$ cat src/rtl/rst_seq_gen.sv
// Multi-channel reset sequencer: NUM_CH registered active-low resets, each released after DELAY eligible edges.
// Latency: assertion 1 edge after the cause is sampled; release on the DELAY-th consecutive eligible edge.
// Backpressure: none; in SEQ_MODE each channel waits on the registered release of its predecessor.
module rst_seq_gen #(
    parameter int NUM_CH   = 4,
    parameter int DELAY    = 128,
    parameter int SEQ_MODE = 1
) (
    input  logic              ref_clk_i,
    input  logic              glob_srst_i,
    input  logic [NUM_CH-1:0] arst_req_i,
    output logic [NUM_CH-1:0] rst_n_o,
    output logic              rst_done_o
);

    localparam int CNT_W = $clog2(DELAY + 1);
    localparam logic [CNT_W-1:0] CNT_LAST = CNT_W'(DELAY - 1);
    localparam logic [CNT_W-1:0] CNT_ONE  = CNT_W'(1);

    generate
        if (NUM_CH < 1 || DELAY < 1) begin : g_param_check
            $error("rst_seq_gen: NUM_CH and DELAY must both be >= 1");
        end
    endgenerate

    typedef enum logic [1:0] {
        ST_ASSERTED,
        ST_COUNTING,
        ST_RELEASED
    } state_t;

    state_t            state_q [NUM_CH];
    state_t            state_d [NUM_CH];
    logic [CNT_W-1:0]  cnt_q   [NUM_CH];
    logic [CNT_W-1:0]  cnt_d   [NUM_CH];
    logic [NUM_CH-1:0] rst_q;
    logic [NUM_CH-1:0] rst_d;
    logic [NUM_CH-1:0] prev_ok;
    logic [NUM_CH-1:0] eligible;

    // Sequential mode chains each channel on the registered output of the one below it,
    // so a drop ripples upward one edge per stage and never goes combinational.
    always_comb begin
        prev_ok    = '1;
        for (int i = 1; i < NUM_CH; i++) begin
            if (SEQ_MODE != 0) begin
                prev_ok[i] = rst_q[i-1];
            end
        end
        eligible = ~arst_req_i & prev_ok & {NUM_CH{~glob_srst_i}};
    end

    always_comb begin
        for (int i = 0; i < NUM_CH; i++) begin
            state_d[i] = state_q[i];
            cnt_d[i]   = cnt_q[i];
        end
        rst_d = rst_q;

        for (int i = 0; i < NUM_CH; i++) begin
            if (!eligible[i]) begin
                state_d[i] = ST_ASSERTED;
                cnt_d[i]   = '0;
                rst_d[i]   = 1'b0;
            end else begin
                case (state_q[i])
                    ST_ASSERTED: begin
                        if (DELAY == 1) begin
                            state_d[i] = ST_RELEASED;
                            rst_d[i]   = 1'b1;
                        end else begin
                            state_d[i] = ST_COUNTING;
                            cnt_d[i]   = CNT_ONE;
                            rst_d[i]   = 1'b0;
                        end
                    end
                    ST_COUNTING: begin
                        if (cnt_q[i] == CNT_LAST) begin
                            state_d[i] = ST_RELEASED;
                            rst_d[i]   = 1'b1;
                        end else begin
                            cnt_d[i]   = cnt_q[i] + CNT_ONE;
                            rst_d[i]   = 1'b0;
                        end
                    end
                    ST_RELEASED: begin
                        state_d[i] = ST_RELEASED;
                        rst_d[i]   = 1'b1;
                    end
                    default: begin
                        state_d[i] = ST_ASSERTED;
                        cnt_d[i]   = '0;
                        rst_d[i]   = 1'b0;
                    end
                endcase
            end
        end
    end

    always_ff @(posedge ref_clk_i) begin
        if (glob_srst_i) begin
            for (int i = 0; i < NUM_CH; i++) begin
                state_q[i] <= ST_ASSERTED;
                cnt_q[i]   <= '0;
            end
            rst_q <= '0;
        end else begin
            for (int i = 0; i < NUM_CH; i++) begin
                state_q[i] <= state_d[i];
                cnt_q[i]   <= cnt_d[i];
            end
            rst_q <= rst_d;
        end
    end

    assign rst_n_o    = rst_q;
    assign rst_done_o = &rst_q;

endmodule

$ cat config.mk
export PLATFORM = sky130hd
export DESIGN_NAME = rst_seq_gen
export DESIGN_NICKNAME = d
export VERILOG_FILES = /design/src/rtl/rst_seq_gen.sv
export SDC_FILE = /design/constraint.sdc
export NUM_CORES = 1
export LEC_CHECK = 0
export BUFFER_PORTS_ARGS = -buffer_cell sky130_fd_sc_hd__buf_2
export CAP_MARGIN = 20
export CELL_PAD_IN_SITES_DETAIL_PLACEMENT = 1
export CELL_PAD_IN_SITES_GLOBAL_PLACEMENT = 1
export CORE_ASPECT_RATIO = 1.4
export CORE_MARGIN = 5
export CORE_UTILIZATION = 40
export CTS_CLUSTER_SIZE = 16
export DETAILED_ROUTE_END_ITERATION = 8
export GPL_TIMING_DRIVEN = 0
export PLACE_DENSITY = 0.74
export SLEW_MARGIN = 20
export SYNTH_ARGS = -nofsm -noshare
export SYNTH_HDL_FRONTEND = slang
export SYNTH_SLANG_ARGS = --single-unit
$ cat constraint.sdc
create_clock -name ref_clk_i -period 3.9 [get_ports ref_clk_i]
set_input_delay 0.39 -clock ref_clk_i [delete_from_list [all_inputs] [get_ports ref_clk_i]]
set_output_delay 0.39 -clock ref_clk_i [all_outputs]
set_load 0.02 [all_outputs]
==> results.tsv <==
stage	metric	value	unit
yosys	ys_seq_elements	44	
layout	final_cell_area	2680	um2
global_routing	grt_use_total	15.1	%
layout	nets	330	
yosys	synth_top_area_cell	dfxtp_1	
clock_network	clock_latency	0.30	ns
timing	fin_setup_tns	0	ns
clock_network	cts_inserted_buffers	5	
yosys	async_flop_share	0	%
layout	antennaDiodeCount	0	
floorplan	dieHeight	102	um
clock_network	post_cts.repair.setup_buffers	0	
critical_path	crit_type	reg2reg	
floorplan	die_w	75.9	um
layout	seqCellArea	881	um2
timing	fin_skew	0.00695	ns
drt	postRouteAntennaNets	0	
timing	setup_viol	0	
layout	fin_cells	378	
clock_network	ctsHoldBuffers	0	
yosys	synthTopCellsByArea	dfxtp_1 36%, ha_1 8.7%, o21ai_0 4.9%	
clock_network	clock_sinks	44	
global_routing	antenna_found_initial	0	
drt	drt_iter0_drc	48	
power_and_ir_drop	peakVddDrop	0.000171	V
timing	max_slew_margin	69.6	%
power_and_ir_drop	power	0.828	mW
yosys	yosysWarnings	0	
critical_path	critPathRequiredTime	4.09	ns
timing	holdWs	0.356	ns
timing	fin_crit_sh	45.6	%
floorplan	ioPinCount	11	
critical_path	worst_ep_arrival_time	1.97	ns
flow_run	cap_violations	0	
global_routing	grt_max_degree	14	
power_and_ir_drop	pwr_density_cell	309	nW/um2
floorplan	initial_core_util	41.2	%
yosys	syn-instance-count	290	
clock_network	post_cts.resized_instances	0	
layout	multi_input_area	1440	um2
critical_path	critPathLaunchType	register	
layout	n_fill_cell	720	
yosys	yosysTopAreaCellShare	36.2	%
critical_path	cp-end-kind	register	
layout	drive_gt1_share	10.7	%
placement	dp.cells	370	
drt	wl_per_cell	14.5	um
clock_network	root_buffer	clkbuf_8	
worst_hold_path	min_path_type	in2reg	
layout	synthToLayoutAreaGrowth	10.1	%
timing	worst_pin_slew	0.453	ns
clock_network	h-tree-depth	2	
timing	maxSlewViolCount	0	
yosys	seq_area_frac_synth	36.2	%
placement	post-dp-hpwl	4120	um
timing	final.min_clock_period	1.78	ns
global_routing	grt_pass1_wl	9830	um
timing	max_freq	562	MHz
drt	firstDrtPassIters	4	
yosys	synth-main-ff-cell	dfxtp_1	
placement	place.port_buffers	10	
floorplan	die_area	7770	um2
drt	drt_wl_total	5490	um
clock_network	cts_tree	done	
critical_path	cp_max_fo	9	
yosys	synth_area	2430	um2
clock_network	clockBufferDepth	2	
global_routing	overflow	0	
placement	gp_congestion	0.776	
clock_network	clk_pin_slew	0.09	ns
status	outcome	completed	
global_routing	grt_pass1_vias	2162	
power_and_ir_drop	p_leak	0.965	nW
drt	via_per_inst	5.73	
timing	grt_setup_unrepaired	false	
floorplan	core_region_area	5900	um2
yosys	syn_avg_cell_area	8.40	um2
yosys	syn_nets	313	
floorplan	rows	33	
yosys	ys_types	50	
placement	post_dp_cell_area	2570	um2
yosys	synth_edf_count	0	
drt	drc	0	
timing	timing_hold_violations_final	0	
drt	vias	2165	
==> cells in the mapped netlist (3+ instances only) <==
master	count
a211oi_1	6
nand3b_1	3
a21oi_1	12
o21a_1	3
a31oi_1	10
nor3_1	15
and3_1	3
mux2i_1	9
clkbuf_1	5
nand4_1	6
nor2_1	28
nand2_1	23
nor3b_1	3
buf_2	3
o211ai_1	3
and4_1	3
o22ai_1	3
inv_1	19
ha_1	17
o21ai_0	24
or3b_2	3
dfxtp_1	44
and3b_1	3
nand3_1	7
==> area by class of cell <==
class	instances	area share (%)
inverters	19	2.66
flip-flops and latches	44	32.9
plain buffers	9	1.68
clock buffers	6	2.71
repair buffers	10	1.87
well taps	70	3.27
clock inverters	2	1.31
multi-input cells	218	53.6
==> metal layers <==
| layer | vias to the layer above | wire length, um | track usage, % |
|---|---|---|---|
| met5 | - | 0 | 0 |
| met4 | 0 | 87 | 5.75 |
| met3 | 7 | 147 | 3.26 |
| met2 | 22 | 2740 | 26.5 |
| met1 | 1038 | 2520 | 18.1 |
| li1 | 1098 | - | - |
==> kinds of logic after synthesis <==
logic type,count (synthesis),share of synthesized area (%)
and+or+nand+nor,117,26.9
AOI/OAI and AO/OA,75,19.7
DFF,44,36.2
buffers and inverters,28,4.78
adders and majority gates,17,8.74
muxes,9,3.70
==> state kept, by name, indices dropped and copies added, names as in the netlist <==
register  count
state_q       8
rst_n_o       4
cnt_q        32
==> power by group <==
group | leakage [nW] | internal [mW] | switching, mW
clock | 0.0552 | 0.190 | 0.161
combinational | 0.555 | 0.00974 | 0.0143
sequential | 0.355 | 0.451 | 0.00201
total | 0.965 | 0.651 | 0.178
==> placed cells by master (no fill, tap or decap), types with 2 or more instances in the layout <==
cell type  netlist  final
a2111oi_0        2      2
a211oi_1         6      6
a21oi_1         12     12
a311oi_1         2      2
a31oi_1         10     10
and2_1           2      2
and3_1           3      3
and3b_1          3      3
and4_1           3      3
buf_2            3     13
clkbuf_1         5      6
clkbuf_8         0      5
dfxtp_1         44     44
ha_1            17     17
inv_1           19     19
mux2i_1          9      9
nand2_1         23     23
nand2b_1         2      2
nand3_1          7      7
nand3_2          2      2
nand3b_1         3      3
nand4_1          6      6
nand4b_2         2      2
nor2_1          28     28
nor2b_1          2      2
nor3_1          15     15
nor3b_1          3      3
nor3b_2          2      2
o211ai_1         3      3
o21a_1           3      3
o21ai_0         24     24
o22ai_1          3      3
or3b_2           3      3
or4b_1           2      2
==> per-stage QoR <==
stage	worst slack (ns)	utilization, %
2_1_floorplan	2.36	-
3_5_place_dp	2.17	43.6
6_report	2.12	45.4
4_1_cts	2.13	45.4
5_1_grt	1.94	45.4
3_3_place_gp	2.18	43.6
==> critical path: stages, from the launching register on <==
cell and delay [ns]:
dfxtp_1 0.38, inv_1 0.08, ha_1 0.19, clkbuf_1 0.20
nor3_1 0.45, a311oi_1 0.16, a41o_1 0.22
==> worst paths after layout <==
kind | start | to | slack, ns | cells after the start
min | arst_req_i[3] | cnt_q[3][0] | 0.36 | 3
max | state_q[1][0] | cnt_q[1][7] | 2.12 | 6
min reg2reg | cnt_q[3][1] | cnt_q[3][1] | 0.50 | 2
max reg2reg | state_q[1][0] | cnt_q[1][7] | 2.12 | 6
Note: power is estimated with default switching activity, not from simulation.
